===== src/rtl/uart_frame_arbiter.sv =====
// Round-robin arbiter that hands one 24-bit frame at a time to a 3-byte UART
// frame transmitter, with completion/timeout reporting and an inter-frame gap.
module uart_frame_arbiter #(
   parameter int NREQ        = 4,
   parameter int GAP_CYC     = 16,
   parameter int TIMEOUT_CYC = 2000000
) (
   input  logic                 clk,
   input  logic                 rst,
   input  logic [NREQ-1:0]      req,
   input  logic [24*NREQ-1:0]   req_data,
   output logic [NREQ-1:0]      ack,
   output logic [NREQ-1:0]      err,
   output logic                 tx_enable,
   output logic [23:0]          tx_data,
   input  logic                 tx_done,
   output logic                 busy,
   output logic [2:0]           grant_id
);

   localparam int          IW    = (NREQ > 1) ? $clog2(NREQ) : 1;
   localparam int          TW    = $clog2(TIMEOUT_CYC) + 1;
   localparam int          GW    = $clog2(GAP_CYC + 1) + 1;
   localparam int unsigned N_U   = NREQ;
   localparam int unsigned GAP_U = GAP_CYC;

   typedef enum logic [1:0] {
      S_IDLE,
      S_START,
      S_WAIT,
      S_GAP
   } state_t;

   state_t            state_q, state_d;
   logic [2:0]        grant_q, grant_d;
   logic [23:0]       data_q, data_d;
   logic [TW-1:0]     tcnt_q, tcnt_d;
   logic [GW-1:0]     gcnt_q, gcnt_d;
   logic              txen_q, txen_d;
   logic [NREQ-1:0]   ack_q, ack_d;
   logic [NREQ-1:0]   err_q, err_d;
   logic              done_q;
   logic              done_edge;
   logic              rr_found;
   logic [IW-1:0]     rr_idx;
   logic [23:0]       slice [NREQ];

   for (genvar g = 0; g < NREQ; g++) begin : g_slice
      assign slice[g] = req_data[24*g +: 24];
   end

   assign done_edge = tx_done & ~done_q;

   // Two passes give the wrapped search order: indices above the last grant first,
   // then from 0 up to and including the last grant.
   always_comb begin
      rr_found = 1'b0;
      rr_idx   = '0;
      for (int unsigned i = 0; i < N_U; i++) begin
         if (!rr_found && req[i] && (i > 32'(grant_q))) begin
            rr_found = 1'b1;
            rr_idx   = IW'(i);
         end
      end
      for (int unsigned i = 0; i < N_U; i++) begin
         if (!rr_found && req[i] && (i <= 32'(grant_q))) begin
            rr_found = 1'b1;
            rr_idx   = IW'(i);
         end
      end
   end

   always_comb begin
      state_d = state_q;
      grant_d = grant_q;
      data_d  = data_q;
      tcnt_d  = tcnt_q;
      gcnt_d  = gcnt_q;
      txen_d  = 1'b0;
      ack_d   = '0;
      err_d   = '0;
      unique case (state_q)
         S_IDLE: begin
            if (rr_found) begin
               grant_d = 3'(rr_idx);
               data_d  = slice[rr_idx];
               txen_d  = 1'b1;
               state_d = S_START;
            end
         end
         S_START: begin
            tcnt_d  = '0;
            state_d = S_WAIT;
         end
         S_WAIT: begin
            if (tcnt_q != '1) tcnt_d = tcnt_q + TW'(1);
            // Completion takes precedence over a timeout landing in the same cycle.
            if (done_edge) begin
               ack_d[grant_q[IW-1:0]] = 1'b1;
               gcnt_d  = '0;
               state_d = S_GAP;
            end else if (tcnt_q == TW'(TIMEOUT_CYC - 1)) begin
               err_d[grant_q[IW-1:0]] = 1'b1;
               gcnt_d  = '0;
               state_d = S_GAP;
            end
         end
         S_GAP: begin
            if (32'(gcnt_q) + 32'd1 >= GAP_U) state_d = S_IDLE;
            else                              gcnt_d  = gcnt_q + GW'(1);
         end
         default: state_d = S_IDLE;
      endcase
   end

   always_ff @(posedge clk) begin
      if (rst) begin
         state_q <= S_IDLE;
         grant_q <= 3'(NREQ - 1);
         data_q  <= '0;
         tcnt_q  <= '0;
         gcnt_q  <= '0;
         txen_q  <= 1'b0;
         ack_q   <= '0;
         err_q   <= '0;
         done_q  <= 1'b0;
      end else begin
         state_q <= state_d;
         grant_q <= grant_d;
         data_q  <= data_d;
         tcnt_q  <= tcnt_d;
         gcnt_q  <= gcnt_d;
         txen_q  <= txen_d;
         ack_q   <= ack_d;
         err_q   <= err_d;
         done_q  <= tx_done;
      end
   end

   assign ack       = ack_q;
   assign err       = err_q;
   assign tx_enable = txen_q;
   assign tx_data   = data_q;
   assign busy      = (state_q != S_IDLE);
   assign grant_id  = grant_q;

endmodule


===== config.mk =====
export PLATFORM = sky130hd
export DESIGN_NAME = uart_frame_arbiter
export DESIGN_NICKNAME = d
export VERILOG_FILES = /design/src/rtl/uart_frame_arbiter.sv
export SDC_FILE = /design/constraint.sdc
export NUM_CORES = 1
export LEC_CHECK = 0
export BUFFER_PORTS_ARGS = -buffer_cell sky130_fd_sc_hd__buf_4
export CAP_MARGIN = 30
export CELL_PAD_IN_SITES_DETAIL_PLACEMENT = 1
export CELL_PAD_IN_SITES_GLOBAL_PLACEMENT = 1
export CORE_MARGIN = 1.5
export CORE_UTILIZATION = 35
export DETAILED_ROUTE_END_ITERATION = 16
export PLACE_DENSITY_LB_ADDON = 0.2
export SLEW_MARGIN = 15
export SYNTH_ARGS = -nofsm -noshare
export SYNTH_HDL_FRONTEND = slang
export SYNTH_SLANG_ARGS = --single-unit

===== constraint.sdc =====
create_clock -name clk -period 2.05 [get_ports clk]
set_clock_uncertainty 0.05 [all_clocks]
set_input_delay 0.205 -clock clk [delete_from_list [all_inputs] [get_ports clk]]
set_output_delay 0.205 -clock clk [all_outputs]
set_load 0.01 [all_outputs]

* Word level (Yosys, flattened, before mapping) *
Index checks and enable logic that the tools add are counted.
W data, S select, Z words.

word-level totals
  bits of input ports = 103
  memories kept = 0
  bits in writable memories = 0
  latch bits = 0
  output and inout bits = 37
  bits in read-only memories = 0
  logic and storage cells = 100
  register bits = 66

operators by class
  divide/modulo/power cells = 0
  order comparisons = 10
  reduce and logical (&&, ||, !) cells = 30
  equal/unequal tests = 10
  mux-type cells = 31
  add/subtract/negate cells = 3
  multiply operators = 0
  bitwise logic cells = 7
  shifts and indexed selects = 0

operators with widths
  cell                     count
  $bmux W24 S2             1
  $mux W24                 2
  $pmux W22 S2             1
  $add A22 B1 Y22 const B  1
  $eq A22 B21 Y1 const B   1
  $mux W22                 1
  $ne A22 B22 Y1 const B   1
  $mux W2                  10
  $mux W6                  3
  $logic_and A1 B1 Y1      13
  $pmux W6 S2              1
  $mux W1                  10
  $ne A2 B2 Y1 const B     4
  $pmux W2 S4              1
  $add A6 B1 Y7 const B    1
  $ge A7 B5 Y1 const B     1
  $add A6 B1 Y6 const B    1
  $logic_not A1 Y1         6
  $reduce_and A3 Y1        2
  $reduce_bool A2 Y1       3
  $not A1 Y1               5
  $eq A2 B2 Y1 const B     2
  $gt A2 B2 Y1 const A     2
  $le A2 B2 Y1 const A     2
  15 further kinds         16

* Depth between registers and ports, before layout *
Gate-level depths: netlist of the first run.

  depth in word-level cells = 30
  gate-level depth with buffers = 9
  depth with buffers taken out = 7

* Worst setup path before layout of the first run *
Ideal clock, no wire load.

  path type = register to register
  start = reg state_q[0]
  end = reg tcnt_q[3]
  data required time = 1.868 ns
  cell stages (with the launch flop) = 9
  setup slack = 0.195 ns
  library setup time = 0.132 ns
  clock period less this slack = 1.855 ns
  buffers on the path = 1
  data arrival time = 1.672 ns
  cell sequence = dfxtp_1 -> inv_1 -> ha_1 -> nand2_1 -> or4_4 -> o21ai_4 -> buf_2 -> or3_1 -> a21oi_1

on the way
  longest elaborated chain between the ends = 3
  elaborated cells on any way between the ends = 6
  those cells by class = eq/ne: 3; mux: 1; reduce/logical: 2

RTL lines
  what                                                                 RTL line  RTL
  start: declaration                                                   34        state_t state_q, state_d;
  start signal: assignment                                             128       state_q <= state_d;
  $eq A2 B2 Y1 or $eq A2 B1 Y1 (tied branches)                         82        unique case (state_q)
  $ne A2 B2 Y1 (no source line) or $reduce_bool A2 Y1 (tied branches)  -
  $reduce_and A2 Y1 (no source line)                                   -
  end signal: assignment                                               131       tcnt_q <= tcnt_d;
  end: declaration                                                     37        logic [TW-1:0] tcnt_q, tcnt_d;

Several ways; a longest one is shown, not always the timed one.
A chain may end at the register's enable or synchronous reset.

* Final worst setup path of the first run *
  start = reg tcnt_q[17]
  end = reg tcnt_q[13]

on the way
  longest elaborated chain between the ends = 3

RTL lines
  what                                RTL line  RTL
  $ne A22 B22 Y1                      96        if (tcnt_q != '1) tcnt_d = tcnt_q + TW'(1);
  $ne A2 B2 Y1 (no source line)       -
  $reduce_and A2 Y1 (no source line)  -

Every way passes these cells.

==> results.py, run 1 <==
metrics = {
    "status": {
        "status": "finished, final reports clean",
    },
    "setup_path": {
        "crit_type": "reg -> reg",
        "worstSetupEndpointType": "register",
        "rrSetupSlack_ps": 60,
        "regToRegEndpoint": "tcnt_q[13]$_SDFFE_PP0P_",
        "rr_startpoint": "tcnt_q[17]$_SDFFE_PP0P_",
        "crit_start": "tcnt_q[17]$_SDFFE_PP0P_",
        "path_cells": "nand4_1 > buf_4 > nor4_2 > and4_2 > o311ai_0 > o41ai_1",
        "cp_slowest_cell": "dfxtp_1",
        "worstSetupStartpointType": "register",
        "crit_buf_inv": 1,
        "critPathArrivalTime_ps": 2190,
        "cp.required_ps": 2250,
        "crit_end": "tcnt_q[13]$_SDFFE_PP0P_",
        "r2r_cells": 6,
        "worstPathMaxFanout": 6,
        "worst-path-stages": 6,
        "cp_slowest_stage_delay_ps": 410,
        "cpLargestDelayFamily": "simple AND/OR/NAND/NOR gates",
    },
    "logic_synthesis": {
        "postSynthAreaPerCell_sq_um": 9.08,
        "synth_warnings": 0,
        "synth_most_common_cell": "dfxtp_1",
        "ys_seq_area_share_pct": 37.6,
        "synth_area_sq_um": 3510,
        "synth_seq_cells": 66,
        "synth_commonest_cells": "66 x dfxtp_1, 50 x mux2i_1, 34 x nand2_1",
        "synth_ff_type": "dfxtp_1",
        "synth_edf_count": 0,
        "synth_area_leader_cell": "dfxtp_1",
        "yosysUniqueCellTypes": 58,
        "yosys-top-cells-area": "dfxtp_1 38%, mux2i_1 14%, o221ai_1 6.0%, a21oi_1 3.7%, nand2_1 3.6%",
        "synth_top_area_share_pct": 37.6,
        "synth-async-reset-ratio_pct": 0,
        "synth_cells": 387,
        "synthesis.nets": 496,
    },
    "place": {
        "place_congestion": 0.820,
        "io_buffers": 138,
        "place_area_sq_um": 4840,
        "dp_cells": 658,
        "dp_hpwl_um": 8960,
    },
    "worst_hold_path": {
        "min_path_type": "in -> reg",
        "min-delay-start": "tx_done",
    },
    "power": {
        "worst_ir_drop_vdd_v": 0.000410,
        "power_mw": 5.20,
        "leakagePower_nw": 2.13,
        "power_density_nw_per_um2": 1030,
    },
    "sta": {
        "period_needed_ps": 1990,
        "drv_slew": 0,
        "period_share_pct": 97.2,
        "setup_viol": 0,
        "rsz0062_at_grt": "yes",
        "tns_ps": 0,
        "worstMarginPinSlew_ps": 492,
        "hold_violations": 0,
        "relSlewSlack_pct": 66.9,
        "max_freq_ghz": 0.502,
    },
    "clock_network": {
        "clockBufferDepth": 2,
        "clk_latency_ps": 350,
        "hold_buffers": 0,
        "cts_tree": "done",
        "clkTransAtPathRegs_ps": 80,
        "cts_max_level": 3,
        "clock-sinks": 66,
        "cts-root-buf": "clkbuf_8",
        "numCtsBuffers": 9,
    },
    "global_routing": {
        "grt_pass1_wl_um": 17800,
        "grt_max_degree": 25,
        "grt_overflow_total": 0,
        "grt_pass1_vias": 3695,
        "grt_usage_pct": 21.6,
        "antenna_found_initial": 0,
    },
    "drt": {
        "drcViolationCount": 0,
        "wl_per_cell_um": 17.1,
        "final_antenna_net_count": 0,
        "drtIter0Drc": 79,
        "first_pass_iters": 4,
        "post_drt_via_cell_ratio": 5.50,
        "vias": 3713,
        "drt-total-wl_um": 11500,
    },
    "cells_and_area": {
        "area_delta_synth_final_pct": 44.3,
        "stdcell_count": 675,
        "antenna_cells": 0,
        "nets": 646,
        "design_area_sq_um": 5070,
        "drive_gt1_share_pct": 35.4,
    },
    "floorplan": {
        "io_pins": 140,
        "fp-row-count": 36,
        "dieArea_sq_um": 10600,
        "initial_core_util_pct": 35.9,
        "fp.dieW_um": 103,
        "chipHeight_um": 103,
        "core_area_sq_um": 9770,
    },
    "flow_run": {
        "cap_violations": 0,
    },
}
report_power, final:
| group | switching (mW) | internal [mW] |
|---|---|---|
| Sequential | 0.195 | 1.58 |
| Combinational | 1.21 | 1.17 |
| Clock | 0.500 | 0.536 |
layer usage:
| layer | global-route usage [%] | part of all wire [%] | vias to the layer above |
|---|---|---|---|
| li1 | - | - | 1788 |
| met1 | 26.2 | 42 | 1833 |
| met2 | 37.8 | 53 | 77 |
| met3 | 4.44 | 3.7 | 15 |
| met4 | 7.69 | 1.5 | 0 |
| met5 | 0 | 0 | - |
cell type report:
cell class	instances	area [sq um]
inverter	8	30.0
fill	1184	4710
clock inverter	2	10.0
clock buffer	14	173
timing repair buffer	162	1280
multi-input combinational	290	2090
sequential	66	1320
tap	133	166
timing repair:
item	in CTS	in global routing
gates resized for setup	0	9
endpoints found under the setup margin	0	21
buffers inserted	0	1
registers in the layout, indices dropped and copies added (netlist names):
register and flops:
tcnt_q 22, gcnt_q 6, ack 4, state_q 2, done_q 1, grant_id 2
tx_data 24, err 4, tx_enable 1
metrics by stage:
step	setup slack [ps]	hold WS (ps)	util, %
2_1_floorplan	195	300	-
3_3_place_gp	138	395	49.5
3_5_place_dp	85.6	407	49.5
4_1_cts	39.1	40.7	51.4
5_1_grt	-26.1	54.5	51.9
6_report	58.1	52.6	51.9
logic make-up after synthesis:
logic type | after synthesis | share of synthesized area, %
multiplexers | 50 | 14.2
XOR/XNOR | 1 | 0.249
adder cells (fa/ha/maj) | 6 | 2.14
AND/OR/NAND/NOR | 132 | 21.0
other | 1 | 0.107
AO/OA/AOI/OAI | 100 | 20.4
flip-flops | 66 | 37.6
buffers and inverters | 31 | 4.31
worst register-to-register path, stage by stage (launching register included):
cell	delay (ps)
dfxtp_1	410
nand4_1	240
buf_4	220
nor4_2	380
and4_2	350
o311ai_0	170
o41ai_1	90
worst min path at each step:
stage                               endpoint  slack (ps)  depth (start not counted)
global placement    tx_data[22]$_SDFFE_PP0P_         400                          2
finish                     done_q$_SDFF_PP0_          50                          3
global route               done_q$_SDFF_PP0_          50                          3
floorplan                  done_q$_SDFF_PP0_         300                          2
detailed placement   tx_data[8]$_SDFFE_PP0P_         410                          2
CTS                        done_q$_SDFF_PP0_          40                          3
cell usage in the layout (no fill, tap or decap), drive strengths merged, types with 4 or more instances in the layout:
| cell type | instances |
|---|---|
| nand2b | 11 |
| o31ai | 14 |
| o21ai | 12 |
| buf | 162 |
| clkbuf | 14 |
| nand2 | 34 |
| or4 | 16 |
| or3 | 8 |
| a21oi | 26 |
| mux2i | 50 |
| and3 | 4 |
| inv | 8 |
| o221ai | 24 |
| nand3 | 14 |
| nand4 | 8 |
| a31oi | 5 |
| ha | 6 |
| nor3 | 5 |
| nor2 | 15 |
| dfxtp | 66 |
No activity file was read; power rests on OpenSTA's default activity.
==> run 2, diff against run 1 <==
--- a/config.mk
+++ b/config.mk
@@ -10,7 +10,7 @@
 export CELL_PAD_IN_SITES_DETAIL_PLACEMENT = 1
 export CELL_PAD_IN_SITES_GLOBAL_PLACEMENT = 1
 export CORE_MARGIN = 1.5
-export CORE_UTILIZATION = 35
+export CORE_UTILIZATION = 38
 export DETAILED_ROUTE_END_ITERATION = 16
 export PLACE_DENSITY_LB_ADDON = 0.2
 export SLEW_MARGIN = 15
==> constraint.sdc (replaced) <==
create_clock -name clk -period 2.39 [get_ports clk]
set_clock_uncertainty 0.05 [all_clocks]
set_input_delay 0.239 -clock clk [delete_from_list [all_inputs] [get_ports clk]]
set_output_delay 0.239 -clock clk [all_outputs]
set_load 0.01 [all_outputs]
==> run 2 against run 1 <==
  * Die area fell by 7.7%
  * Highest routed layer unchanged
  * Design area is 2.7% lower
  * Routed wire length up 0.14%
  * Worst hold slack improved by 58 ps
  * Final cell count is 5.5% lower
  * Critical path depth stayed put
  * Global-route usage rose by 2.1 points
  * Largest power group unchanged
  * Sequential share of layout area is 0.70 points higher
  * Via count is 2.7% lower
  * Largest cell class unchanged
  * Sequential power down 14%
==> results.py, run 2 (synthesis gave the netlist of run 1 again) <==
metrics = {
    "sta": {
        "worstMarginPinSlew_ps": 520,
        "hold_violations": 0,
        "period_needed_ps": 2190,
        "drv_slew": 0,
        "max_freq_ghz": 0.457,
        "rsz0062_at_grt": "no",
        "tns_ps": 0,
        "relSlewSlack_pct": 65.0,
        "setup_viol": 0,
        "period_share_pct": 91.6,
        "fin_ws_ps": 200,
    },
    "floorplan": {
        "core_area_sq_um": 8850,
        "dieArea_sq_um": 9830,
        "io_pins": 140,
        "fp.dieW_um": 99.2,
        "initial_core_util_pct": 39.7,
        "fp-row-count": 34,
        "chipHeight_um": 99.2,
    },
    "cells_and_area": {
        "area_delta_synth_final_pct": 40.3,
        "antenna_cells": 0,
        "multi_input_area_sq_um": 2050,
        "largest_reg_flops": 24,
        "final_cell_mix": "147 x buf_4, 66 x dfxtp_1, 50 x mux2i_1, 34 x nand2_1, 26 x a21oi_1",
        "nets": 634,
        "area.sequential_sq_um": 1320,
        "n_fill_cell": 1052,
        "drive_gt1_share_pct": 32.8,
        "final_common_cell": "buf_4",
    },
    "clock_network": {
        "clockBufferDepth": 2,
        "post_cts_buffers": 0,
        "hold_buffers": 0,
        "cts-root-buf": "clkbuf_8",
        "cts_max_level": 3,
        "clock-sinks": 66,
        "numCtsBuffers": 9,
        "cts_tree": "done",
        "cts_resized": 0,
        "clk_latency_ps": 340,
        "clkTransAtPathRegs_ps": 70,
    },
    "flow_run": {
        "cap_violations": 0,
    },
    "power": {
        "power_mw": 4.57,
        "leakagePower_nw": 2.08,
        "power_density_nw_per_um2": 927,
        "worst_ir_drop_vdd_v": 0.000411,
    },
    "drt": {
        "first_pass_iters": 4,
        "final_antenna_net_count": 0,
        "post_drt_via_cell_ratio": 5.66,
        "wl_per_cell_um": 18.1,
        "drtIter0Drc": 77,
        "vias": 3613,
        "drcViolationCount": 0,
        "drt-total-wl_um": 11600,
    },
    "setup_path": {
        "crit_start": "tcnt_q[0]$_SDFFE_PP0P_",
        "rr_startpoint": "tcnt_q[0]$_SDFFE_PP0P_",
        "worstSetupStartpointType": "register",
        "cp.required_ps": 2610,
        "r2r_cells": 6,
        "critPathArrivalTime_ps": 2410,
        "worstSetupEndpointType": "register",
        "worstPathMaxFanout": 7,
        "crit_type": "reg -> reg",
    },
    "global_routing": {
        "grt_pass1_wl_um": 18400,
        "grt_usage_pct": 23.6,
        "grt_pass1_vias": 3890,
        "antenna_found_initial": 0,
        "grt_overflow_total": 0,
        "grt_max_degree": 35,
    },
    "worst_hold_path": {
        "holdPathStages": 3,
        "min-delay-start": "tx_done",
        "min_path_type": "in -> reg",
    },
    "place": {
        "io_buffers": 138,
        "post-place-ws_ps": 309,
        "place_congestion": 0.809,
        "dp_hpwl_um": 8820,
    },
    "status": {
        "status": "finished, final reports clean",
    },
}
==> run 2: changes by cell type in the layout (fill, tap and decap cells not counted), moves of 2 or more <==
cell / previous run / this run
bufinv_16: 0 / 2
buf_12: 5 / 3
buf_4: 157 / 147
ha_1: 4 / 6
==> run 2: per-layer routing <==
layer	share of wire (%)	GRT usage [%]	vias to the layer above
li1	-	-	1759
met1	40	26.5	1737
met2	54	44.7	97
met3	3.8	4.36	20
met4	2.1	8.23	0
met5	0	0	-
==> run 2: power by group <==
| part | switching (mW) | total (mW) | internal (mW) | leakage (nW) |
|---|---|---|---|---|
| combinational | 1.04 | 1.97 | 0.936 | 1.42 |
| clock | 0.422 | 1.07 | 0.645 | 0.117 |
| sequential | 0.176 | 1.53 | 1.35 | 0.538 |
==> run 2: final timing paths <==
check        slack (ps)                       end
min                 110         done_q$_SDFF_PP0_
max                 200   state_q[1]$_SDFFE_PP0P_
min reg2reg         420  tx_data[13]$_SDFFE_PP0P_
max reg2reg         200   state_q[1]$_SDFFE_PP0P_
==> run 2: worst max-delay path, stage by stage (launching register included) <==
cell and delay, ps:
dfxtp_1 410, ha_1 250, nand3_1 130, nor3_1 380, a31oi_2 240, a221oi_1 440
mux2i_1 220
==> run 2: cell type report <==
type	instances	area share [%]
Inverter	8	0.609
Timing Repair Buffer	150	23.6
Clock buffer	12	3.15
Multi-Input combinational cell	290	41.6
Clock inverter	4	1.50
Sequential cell	66	26.8
Tap cell	108	2.74
==> run 2: through the flow <==
step	hold WS (ps)	cell area [sq um]	cells	utilization, %
2_1_floorplan	334	3510	387	-
3_3_place_gp	397	4700	622	53.1
3_5_place_dp	409	4700	622	53.1
4_1_cts	91.3	4930	638	55.7
5_1_grt	126	4930	638	55.7
6_report	110	4930	638	55.7
